===== src/rtl/hazard_ctrl.sv =====
`default_nettype none
// ============================================================================
// Module   : hazard_ctrl
// Purpose  : Pipeline sequencing controller for a fetch/decode/execute pipe.
//            Detects load-use hazards, branch-mispredict redirects and
//            memory/multi-cycle freezes. Drives hold (stall) and bubble
//            (flush) controls for the fetch->decode and decode->execute
//            pipeline registers. Keeps saturating stall/flush performance
//            counters and a sticky freeze-timeout flag.
// Ports    :
//    clk, rst                  clock, asynchronous active-high reset
//    dec_rs1/rs2, dec_use_rs*  source operands of the decode instruction
//    ex_valid, ex_mem_read,
//    ex_rd                     execute instruction (load detection)
//    ex_mispredict             branch resolved against its prediction
//    ex_busy, mem_wait         freeze sources
//    stall_fetch/fd/dx         hold controls
//    flush_fd/dx               bubble controls
//    state                     FSM state (RUN=0, FLUSH=1, FREEZE=2)
//    stall_cnt, flush_cnt      saturating performance counters
//    timeout_err               sticky freeze-timeout flag
// Revision : 1.0 - initial release
// ============================================================================
module hazard_ctrl #(
   parameter int REG_BITS     = 5,
   parameter int FLUSH_CYCLES = 2,
   parameter int CNT_W        = 32,
   parameter int TIMEOUT      = 1024
) (
   input  logic                clk,
   input  logic                rst,
   input  logic [REG_BITS-1:0] dec_rs1,
   input  logic [REG_BITS-1:0] dec_rs2,
   input  logic                dec_use_rs1,
   input  logic                dec_use_rs2,
   input  logic                ex_valid,
   input  logic                ex_mem_read,
   input  logic [REG_BITS-1:0] ex_rd,
   input  logic                ex_mispredict,
   input  logic                ex_busy,
   input  logic                mem_wait,
   output logic                stall_fetch,
   output logic                stall_fd,
   output logic                stall_dx,
   output logic                flush_fd,
   output logic                flush_dx,
   output logic [1:0]          state,
   output logic [CNT_W-1:0]    stall_cnt,
   output logic [CNT_W-1:0]    flush_cnt,
   output logic                timeout_err
);

   // ------------------------------------------------------------------------
   // Constants
   // ------------------------------------------------------------------------
   localparam logic [1:0] c_RUN    = 2'd0;
   localparam logic [1:0] c_FLUSH  = 2'd1;
   localparam logic [1:0] c_FREEZE = 2'd2;

   // The countdown never holds more than FLUSH_CYCLES-1.
   localparam int REM_W = (FLUSH_CYCLES > 1) ? $clog2(FLUSH_CYCLES) : 1;
   localparam logic [REM_W-1:0] c_REM_INIT = REM_W'(FLUSH_CYCLES - 1);
   localparam logic [REM_W-1:0] c_REM_ONE  = REM_W'(1);

   localparam int FRZ_W = $clog2(TIMEOUT + 1);
   localparam logic [FRZ_W-1:0] c_TIMEOUT = FRZ_W'(TIMEOUT);
   localparam logic [FRZ_W-1:0] c_FRZ_ONE = FRZ_W'(1);

   localparam logic [CNT_W-1:0] c_CNT_MAX = '1;
   localparam logic [CNT_W-1:0] c_CNT_ONE = CNT_W'(1);

   // ------------------------------------------------------------------------
   // State
   // ------------------------------------------------------------------------
   logic [1:0]       r_state;
   logic [1:0]       r_saved;      // state to resume after a freeze
   logic [REM_W-1:0] r_rem;        // flush cycles still owed
   logic [FRZ_W-1:0] r_frz_cnt;    // consecutive freeze cycles, saturating
   logic [CNT_W-1:0] r_stall_cnt;
   logic [CNT_W-1:0] r_flush_cnt;
   logic             r_timeout;

   // ------------------------------------------------------------------------
   // Hazard detection
   // ------------------------------------------------------------------------
   logic w_freeze;
   logic w_load_use;
   logic w_rs1_hit;
   logic w_rs2_hit;

   assign w_freeze   = mem_wait | ex_busy;
   assign w_rs1_hit  = dec_use_rs1 & (dec_rs1 == ex_rd);
   assign w_rs2_hit  = dec_use_rs2 & (dec_rs2 == ex_rd);
   // x0 is hardwired zero, so a load targeting it never creates a dependency.
   assign w_load_use = ex_valid & ex_mem_read & (ex_rd != '0) &
                       (w_rs1_hit | w_rs2_hit);

   // While frozen, the cycle that releases the freeze behaves exactly like the
   // state that was interrupted, so decode it as that state.
   logic [1:0] w_eval_state;
   assign w_eval_state = (r_state == c_FREEZE) ? r_saved : r_state;

   // ------------------------------------------------------------------------
   // Next-state and control decode
   // ------------------------------------------------------------------------
   logic [1:0]       w_next_state;
   logic [1:0]       w_next_saved;
   logic [REM_W-1:0] w_next_rem;
   logic             w_flush_accept;

   always_comb begin
      stall_fetch    = 1'b0;
      stall_fd       = 1'b0;
      stall_dx       = 1'b0;
      flush_fd       = 1'b0;
      flush_dx       = 1'b0;
      w_next_state   = c_RUN;
      w_next_saved   = r_saved;
      w_next_rem     = r_rem;
      w_flush_accept = 1'b0;

      if (w_freeze) begin
         // Freeze wins over everything: hold the whole front end and keep the
         // flush countdown untouched until the freeze clears.
         stall_fetch  = 1'b1;
         stall_fd     = 1'b1;
         stall_dx     = 1'b1;
         w_next_state = c_FREEZE;
         w_next_saved = w_eval_state;
      end else begin
         case (w_eval_state)
            c_FLUSH: begin
               // Wrong-path fetches are still arriving; keep bubbling the
               // fetch->decode register. Mispredicts and load-use are
               // ignored here since only bubbles/wrong-path are in flight.
               flush_fd = 1'b1;
               if (r_rem > c_REM_ONE) begin
                  w_next_rem   = r_rem - c_REM_ONE;
                  w_next_state = c_FLUSH;
               end else begin
                  w_next_rem   = '0;
                  w_next_state = c_RUN;
               end
            end
            default: begin
               if (ex_mispredict) begin
                  flush_fd       = 1'b1;
                  flush_dx       = 1'b1;
                  w_flush_accept = 1'b1;
                  if (FLUSH_CYCLES > 1) begin
                     w_next_state = c_FLUSH;
                     w_next_rem   = c_REM_INIT;
                  end
               end else if (w_load_use) begin
                  // Hold fetch and decode; insert one bubble into execute.
                  stall_fetch = 1'b1;
                  stall_fd    = 1'b1;
                  flush_dx    = 1'b1;
               end
            end
         endcase
      end
   end

   // ------------------------------------------------------------------------
   // Freeze watchdog
   // ------------------------------------------------------------------------
   logic [FRZ_W-1:0] w_frz_inc;
   assign w_frz_inc = (r_frz_cnt == c_TIMEOUT) ? r_frz_cnt
                                               : (r_frz_cnt + c_FRZ_ONE);

   // ------------------------------------------------------------------------
   // Registers
   // ------------------------------------------------------------------------
   always_ff @(posedge clk or posedge rst) begin
      if (rst) begin
         r_state     <= c_RUN;
         r_saved     <= c_RUN;
         r_rem       <= '0;
         r_frz_cnt   <= '0;
         r_stall_cnt <= '0;
         r_flush_cnt <= '0;
         r_timeout   <= 1'b0;
      end else begin
         r_state <= w_next_state;
         r_saved <= w_next_saved;
         r_rem   <= w_next_rem;

         if (w_freeze) begin
            r_frz_cnt <= w_frz_inc;
            if (w_frz_inc == c_TIMEOUT) begin
               r_timeout <= 1'b1;
            end
         end else begin
            r_frz_cnt <= '0;
         end

         if (stall_fetch && (r_stall_cnt != c_CNT_MAX)) begin
            r_stall_cnt <= r_stall_cnt + c_CNT_ONE;
         end
         if (w_flush_accept && (r_flush_cnt != c_CNT_MAX)) begin
            r_flush_cnt <= r_flush_cnt + c_CNT_ONE;
         end
      end
   end

   assign state       = r_state;
   assign stall_cnt   = r_stall_cnt;
   assign flush_cnt   = r_flush_cnt;
   assign timeout_err = r_timeout;

endmodule
`default_nettype wire


===== config.mk =====
export PLATFORM = sky130hd
export DESIGN_NAME = hazard_ctrl
export DESIGN_NICKNAME = d
export VERILOG_FILES = /design/src/rtl/hazard_ctrl.sv
export SDC_FILE = /design/constraint.sdc
export NUM_CORES = 1
export LEC_CHECK = 0
export CORE_MARGIN = 3
export CORE_UTILIZATION = 45
export DETAILED_ROUTE_END_ITERATION = 16
export PLACE_DENSITY = 0.76
export SYNTH_ARGS = -nofsm -noshare
export SYNTH_HDL_FRONTEND = slang
export SYNTH_SLANG_ARGS = --single-unit

===== constraint.sdc =====
create_clock -name clk -period 2.8 [get_ports clk]
set_input_delay 0.56 -clock clk [delete_from_list [all_inputs] [get_ports clk]]
set_output_delay 0.56 -clock clk [all_outputs]
set_load 0.05 [all_outputs]

After elaboration in Yosys (flattened, before gate mapping)
Index checks and enable logic that the tools add are counted.
{"block": "word_totals", "out_inout_bits": 72, "reg_bits": 81, "wordCells": 57, "inputBits": 24}
{"block": "classes", "n_eq_ne": 8, "order_cmp": 1, "add_sub_neg": 4, "n_bitwise": 8, "n_mux": 23, "reduce_logical": 6}
{"op": "adder 32 x 1 -> 32 bit, second input constant", "n": 2}
{"op": "inequality test 32 bit, second input constant", "n": 2}
{"op": "equality test 11 bit, second input constant", "n": 2}
{"op": "two-way mux 11 bit", "n": 2}
{"op": "two-way mux 1 bit", "n": 18}
{"op": "adder 11 x 1 -> 11 bit, second input constant", "n": 1}
{"op": "equality test 5 bit", "n": 2}
{"op": "two-way mux 2 bit", "n": 3}
{"op": "AND 1 bit", "n": 5}
{"op": "nonzero test 5 bit", "n": 1}
{"op": "AND reduction 2 bit", "n": 2}
{"op": "equality test 2 x 1 -> 1 bit, second input constant", "n": 1}
{"op": "equality test 2 bit, second input constant", "n": 1}
{"op": "logical AND 1 bit", "n": 2}
{"op": "bitwise OR 1 bit", "n": 2}
{"op": "nonzero test 2 bit", "n": 1}
{"op": "> comparator 1 bit, second input constant", "n": 1}
{"op": "inverter 1 bit", "n": 1}
{"op": "subtractor 1 bit, second input constant", "n": 1}

Logic depth before layout (Yosys ltp)
Gate-level depths: netlist (run 1).
{"block": "logic_depth", "word_depth": 9, "mapped_depth": 8}

Worst setup path after synthesis (run 1)
No wires, ideal clock.
{"block": "synth_path", "path_kind": "input port to output port", "from": "input ex_rd[1]", "to": "output flush_dx", "path_stages": 5, "arrival_ns": 3.533, "n_path_buf": 0, "path_slack_ns": -1.293, "path_cell_list": "xnor2_1 > nand4_1 > o22ai_1 > nand2b_1 > a2111oi_0"}
{"block": "synth_via", "elab_chain_len": 8, "elab_cells_between_ends": 12}
{"element": "from (decl)", "line": "38", "source": "input logic [REG_BITS-1:0] ex_rd,"}
{"element": "equality test 5 bit, on equally long branches", "line": "92, 93"}
{"element": "AND 1 bit, on equally long branches", "line": "92, 93"}
{"element": "bitwise OR 1 bit", "line": "96", "source": "(w_rs1_hit | w_rs2_hit);"}
{"element": "AND 1 bit (*)", "line": "95", "source": "assign w_load_use = ex_valid & ex_mem_read & (ex_rd != '0) &"}
{"element": "two-way mux 1 bit (*)", "line": "154", "source": "end else if (w_load_use) begin"}
{"element": "two-way mux 1 bit (*)", "line": "146", "source": "if (ex_mispredict) begin"}
{"element": "two-way mux 1 bit (*)", "line": "131", "source": "case (w_eval_state)"}
{"element": "two-way mux 1 bit (*)", "line": "122", "source": "if (w_freeze) begin"}
{"element": "to (decl)", "line": "46", "source": "output logic flush_dx,"}
Mark *: on every way between the ends. The rest lies on a longest branch, timed or not.

Worst setup path in the final report (run 1)
{"block": "layout_path", "from": "input dec_rs1[0]", "to": "output flush_dx"}
{"block": "layout_via", "elab_chain_len": 8}
{"element": "from (decl)", "line": "32", "source": "input logic [REG_BITS-1:0] dec_rs1,"}
{"element": "equality test 5 bit", "line": "92", "source": "assign w_rs1_hit = dec_use_rs1 & (dec_rs1 == ex_rd);"}
{"element": "AND 1 bit", "line": "92"}
{"element": "bitwise OR 1 bit", "line": "96"}
{"element": "AND 1 bit", "line": "95"}
{"element": "two-way mux 1 bit", "line": "154"}
{"element": "two-way mux 1 bit", "line": "146"}
{"element": "two-way mux 1 bit", "line": "131"}
{"element": "two-way mux 1 bit", "line": "122"}
No other way between the ends.

==> results of run 1 <==
[kinds of logic after synthesis]
logic type	Yosys count	share of synthesized area, %
simple gates	179	25.8
xor+xnor	83	17.6
flops	80	48.6
buf+inv	27	3.01
compound gates	18	2.92
fa+ha+maj	4	1.21
mux	3	0.820
[timing repair]
item,4_1_cts,5_1_grt
setup buffers,1,2
pin swaps,3,12
hold buffers,0,0
gates cloned,0,0
resized for setup,5,12
setup endpoints to repair,3,3
[worst max path at each step]
stage / to / slack [ps]
after floorplan: flush_dx / 20
after global placement: flush_dx / -100
after detailed placement: flush_dx / -140
after CTS: flush_dx / 8
after global routing: flush_dx / 10
final: flush_dx / 70
[routing by layer]
layer / share of wire (%) / up-vias / wire length (um) / GRT usage (%)
met3: 6.1 / 9 / 574 / 5.23
met2: 47 / 93 / 4400 / 28.6
met1: 46 / 1643 / 4280 / 24.1
met4: 1.1 / 0 / 107 / 5.52
li1: - / 1594 / - / -
met5: 0 / - / 0 / 0
[final cells by class]
| cell class | count | area share, % |
|---|---|---|
| Clock buffer | 12 | 2.98 |
| Inverter | 17 | 1.15 |
| Multi-Input combinational cell | 287 | 36.6 |
| Timing Repair Buffer | 107 | 20.0 |
| Tap cell | 108 | 2.44 |
| Sequential cell | 80 | 36.1 |
| Clock inverter | 3 | 0.722 |
[report_power, final]
group | switching [uW] | leakage, uW | internal, uW
sequential | 149 | 0.00103 | 1270
clock | 401 | 0.000108 | 478
combinational | 546 | 0.00149 | 340
[registers in the layout, indices dropped and copies added, names as in the netlist]
name         flops
r_frz_cnt       11
timeout_err      1
r_saved          2
flush_cnt       32
state            2
stall_cnt       32
[per-stage QoR]
stage	setup TNS, ps	std cells	area, um^2
after floorplan	0	394	4130
after global placement	-123	596	5260
after detailed placement	-176	596	5260
after CTS	0	612	5500
after global routing	0	614	5550
final	0	614	5550
[worst max-delay path: stages]
cell	delay [ps]
clkdlybuf4s50_1	470
xnor2_1	130
nand2_1	100
o22ai_2	200
nand2b_4	80
a2111oi_4	380
clkbuf_16	230
[layout by cell type (no fill, tap or decap), types with 3 or more instances in the layout]
master	instances
ha_1	4
nor3_1	16
nor4_2	4
a21oi_1	3
inv_1	15
nand4_1	16
nand2_1	26
or4_1	4
xnor2_1	39
clkbuf_8	12
or3_1	4
a31oi_1	3
dlymetal6s2s_1	11
nor4_1	13
and4_1	3
dfrtp_1	80
clkdlybuf4s50_1	77
nand3_1	24
nor2_1	28
and2_1	3
and3_1	14
buf_12	3
buf_4	13
xor2_1	44
==> metrics.yaml, run 1 <==
status: "complete, no violations"
final-seq-area_um2: 2000
power.density_nw_per_um2: 574
totalPowerFinal_uw: 3180
vias: 3339
synth_top_area_share_pct: 48.6
htree_levels: 3
power_leakage_uw: 0.00263
async_flop_share_pct: 100
rr_startpoint: "stall_cnt[0]"
grt_setup_unrepaired: "no"
cp_max_fo: 2
drt-pass1-iter-count: 5
drv_cap: 0
post_drt_wl_per_cell_um: 15.2
drv_slew: 0
nets: 530
yosys.area.top_type: "dfrtp_1"
timing.final.ws_setup_ps: 74.0
min_period_ps: 2730
syn_area_per_cell_um2: 10.5
antenna_found_initial: 0
synth-main-ff-cell: "dfrtp_1"
viasPerCell: 5.44
rr_worst_depth: 8
synthCells: 394
grt_pass1_vias: 3257
cts_sinks: 80
finish.utilization_pct: 63.0
fillCellCount: 721
dieHeight_um: 102
antenna_cells: 0
hp-class: "flop to flop"
finalSetupViolCount: 0
worst_hold_path.endpoint: "timeout_err"
synth.distinct_cells: 50
grt.total_usage_pct: 18.1
root_buffer: "clkbuf_8"
slew-limit-headroom_pct: 50.8
synth_area_um2: 4120
yosys_warnings: 0
r2r_slack_ps: 320
dieArea_um2: 10300
skew_ps: 5.16
reg2reg_to: "stall_cnt[23]"
crit_arrival_ps: 2170
hp-start: "timeout_err"
post-synth-top-count-cell: "dfrtp_1"
hold_path_depth: 1
setup.worst_path.start: "dec_rs1[0]"
grt-ovfl-total: 0
grt_max_degree: 26
finalHoldWorstSlack_ps: 488
ys_seq_area_share_pct: 48.6
drive_gt1_share_pct: 11.1
drtAntennaViolNets: 0
post-place-ws_ps: -138
drt_drc_violations_left: 0
start_util_pct: 46.8
clock.fmax_mhz: 367
crit_type: "primary input to output pin"
grt_pass1_wl_um: 15000
yosys-top-cells-area: "dfrtp_1 49%, xor2_1 9.4%, xnor2_1 8.3%, nand3_1 2.9%, nor2_1 2.6%"
synth-seq-cells: 80
multiInputGateArea_um2: 2030
drt-initial-drc-count: 125
fp.dieW_um: 102
vdd_drop_max_uv: 544
synth_edf_count: 0
cts_tree: "built"
dp_hpwl_um: 6710
ios: 96
crit_path_end_kind: "output pin"
syn_to_final_growth_pct: 34.6
gp_congestion: 0.795
required_ps: 2240
totalWireLength_um: 9360
cts_buffers: 9
final-hold-violation-count: 0
core_um2: 8810
tightest_slew_ps: 728
syn_nets: 422
synthTopCellsByCount: "80 x dfrtp_1, 44 x xor2_1, 39 x xnor2_1"
num_rows: 34
cts.clk_slew.worst_paths_ps: 80
critPathLaunchType: "primary input"
clk_latency_ps: 340
place.port_buffers: 95
period_share_pct: 97.4
cts.path.max_buffers: 2
No activity file was read; power rests on OpenSTA's default activity.
==> inputs of run 2 (changes only) <==
--- a/config.mk
+++ b/config.mk
@@ -7,6 +7,7 @@
 export LEC_CHECK = 0
 export CORE_MARGIN = 3
 export CORE_UTILIZATION = 45
+export CTS_CLUSTER_SIZE = 14
 export DETAILED_ROUTE_END_ITERATION = 16
 export PLACE_DENSITY = 0.76
 export SYNTH_ARGS = -nofsm -noshare
==> results of run 2 <==
No change in the layout: final DEF, timing and power equal those of run 1.
==> inputs of run 3 (changes only) <==
--- a/config.mk
+++ b/config.mk
@@ -6,10 +6,10 @@
 export NUM_CORES = 1
 export LEC_CHECK = 0
 export CORE_MARGIN = 3
-export CORE_UTILIZATION = 45
+export CORE_UTILIZATION = 50
 export CTS_CLUSTER_SIZE = 14
 export DETAILED_ROUTE_END_ITERATION = 16
-export PLACE_DENSITY = 0.76
+export PLACE_DENSITY = 0.83
 export SYNTH_ARGS = -nofsm -noshare
 export SYNTH_HDL_FRONTEND = slang
 export SYNTH_SLANG_ARGS = --single-unit
==> metrics.yaml, run 3 (synthesized netlist as in run 1, its figures left out) <==
drt-initial-drc-count: 119  # -4.8%
status: "complete, no violations"
drive_gt1_share_pct: 11.1  # unchanged
slew-limit-headroom_pct: 47.4  # -3.4 points
post_drt_wl_per_cell_um: 15.4  # +0.99%
htree_levels: 3  # unchanged
rr_startpoint: "stall_cnt[0]"
ios: 96  # unchanged
crit_path_end_kind: "output pin"
gp_congestion: 0.893  # +12%
reg2reg_to: "stall_cnt[23]"
vdd_drop_max_uv: 512  # -5.9%
start_util_pct: 52.5  # +5.7 points
dieArea_um2: 9370  # -9.4%
place.port_buffers: 95  # unchanged
power.density_nw_per_um2: 567  # -1.2%
power.switching_uw: 1110  # +1.1%
setup_tns_ps: 0  # unchanged
hp-start: "stall_cnt[23]"
dieHeight_um: 96.8  # -4.8%
clk_latency_ps: 340  # about the same
dp_hpwl_um: 6780  # +0.99%
root_buffer: "clkbuf_8"
p_sw_share_pct: 35.5  # +1.0 points
syn_to_final_growth_pct: 33.6
tightest_slew_ps: 778  # +50.3 ps
drt_drc_violations_left: 0  # unchanged
drt-pass1-iter-count: 6  # +1
drv_cap: 0  # unchanged
layout_common_cells: "80 x dfrtp_1, 78 x clkdlybuf4s50_1, 44 x xor2_1, 38 x xnor2_1, 28 x nor2_1"
drv_slew: 0  # unchanged
grt_pass1_wl_um: 15900  # +6.2%
layoutNonFillerInstCount: 608  # -0.98%
fp.dieW_um: 96.8  # -4.8%
critPathLaunchType: "primary input"
grt_max_degree: 81  # +210%
drtAntennaViolNets: 0  # unchanged
rr_worst_depth: 8  # unchanged
antenna_found_initial: 0  # unchanged
worst_hold_path.endpoint: "stall_cnt[23]"
comb_power_share_pct: 28.4  # +0.5 points
placedCellCount: 589  # -1.2%
power_frac_clock_pct: 26.3  # -1.3 points
required_ps: 2240  # about the same
cts_buffers: 9  # unchanged
crit_arrival_ps: 2200  # +30 ps
finalSetupViolCount: 0  # unchanged
p_seq_share_pct: 45.4  # +0.9 points
num_rows: 32  # -5.9%
postCtsHoldBufs: 0  # unchanged
cts.clk_slew.worst_paths_ps: 80  # about the same
crit_type: "primary input to output pin"
grt.total_usage_pct: 20.3  # +2.2 points
hp-class: "flop to flop"
layout_commonest_cell: "dfrtp_1"
totalWireLength_um: 9360  # unchanged
period_share_pct: 98.4  # +1.1 points
viasPerCell: 5.45  # +0.14%
min_period_ps: 2760  # +29.6 ps
fillCellCount: 593  # -18%
cts.path.max_buffers: 2  # unchanged
cts_sinks: 80  # unchanged
vias: 3311  # -0.84%
core_um2: 7850  # -11%
antenna_cells: 0  # unchanged
nets: 529  # -0.19%
cp_max_fo: 2  # unchanged
power_leakage_uw: 0.00258  # -1.8%
hold_path_depth: 1  # unchanged
final-hold-violation-count: 0  # unchanged
clock.fmax_mhz: 363  # -1.1%
cts_tree: "built"
grt_pass1_vias: 3374  # +3.6%
skew_ps: 6.63  # +1.47 ps
grt-ovfl-total: 0  # unchanged
r2r_slack_ps: 370  # +50 ps
p_int_uw: 2010  # -3.4%
[run 3: cell count changes in the layout (fill, tap and decap cells not counted), sizes merged]
cell and delta:
dlymetal6s2s -4, dlygate4sd2 +3, clkbuf -2, clkinvlp +2
buf -1, clkdlybuf4s50 +1, clkinv +1
[run 3: through the flow]
step                      cell area [um^2]  utilization [%]  setup slack (ps)  total power [uW]  hold slack [ps]
after CTS                             5480             69.8              50.3              3140              488
after floorplan                       4130                -              19.3              2010              463
after global placement                5250             66.9             -91.3              2300              467
after detailed placement              5250             66.9              -208              2320              475
after global routing                  5510             70.2             -13.9              3280              517
final                                 5510             70.2              44.4              3120              485
[run 3: worst max-delay path by stage]
stage               startpoint     endpoint  slack (ps)
global route          ex_rd[3]  stall_fetch         -10
finish              dec_rs2[0]     flush_dx          40
detailed placement    ex_rd[1]     flush_dx        -210
global placement      ex_rd[1]     flush_dx         -90
CTS                 dec_rs1[2]     flush_dx          50
floorplan             ex_rd[1]     flush_dx          20
[run 3: per-layer routing]
metal	wire length [um]	up-vias	GRT usage [%]
li1	-	1581	-
met1	4230	1629	26.9
met2	4550	90	32.7
met3	471	11	4.69
met4	109	0	7.02
met5	0	-	0
[run 3: power groups by stage]
stage	clock [uW]	sequential, uW	combinational, uW
3_5_place_dp	0	1440	884
2_1_floorplan	0	1690	311
6_report	820	1420	885
3_3_place_gp	0	1430	866
4_1_cts	835	1420	893
5_1_grt	888	1440	948
[run 3: timing repair]
item | in CTS | in global routing
hold endpoints to repair | 0 | 0
endpoints found under the setup margin | 3 | 1
pin swaps | 3 | 8
gates resized for setup | 9 | 8
buffers inserted | 2 | 1
[run 3: cell type report]
cell class | instances | area, um^2 | area share, %
Clock buffer | 10 | 128 | 2.32
Clock inverter | 6 | 60.1 | 1.09
Sequential cell | 80 | 2000 | 36.4
Inverter | 17 | 63.8 | 1.16
Tap cell | 102 | 128 | 2.32
Timing Repair Buffer | 106 | 1090 | 19.7
Multi-Input combinational cell | 287 | 2040 | 37.0
[run 3: worst max-delay path, stage by stage]
cell	delay [ps]
clkdlybuf4s50_1	470
xnor2_1	120
nand4_1	170
o22ai_2	180
nand2b_4	80
a2111oi_4	380
clkbuf_16	230
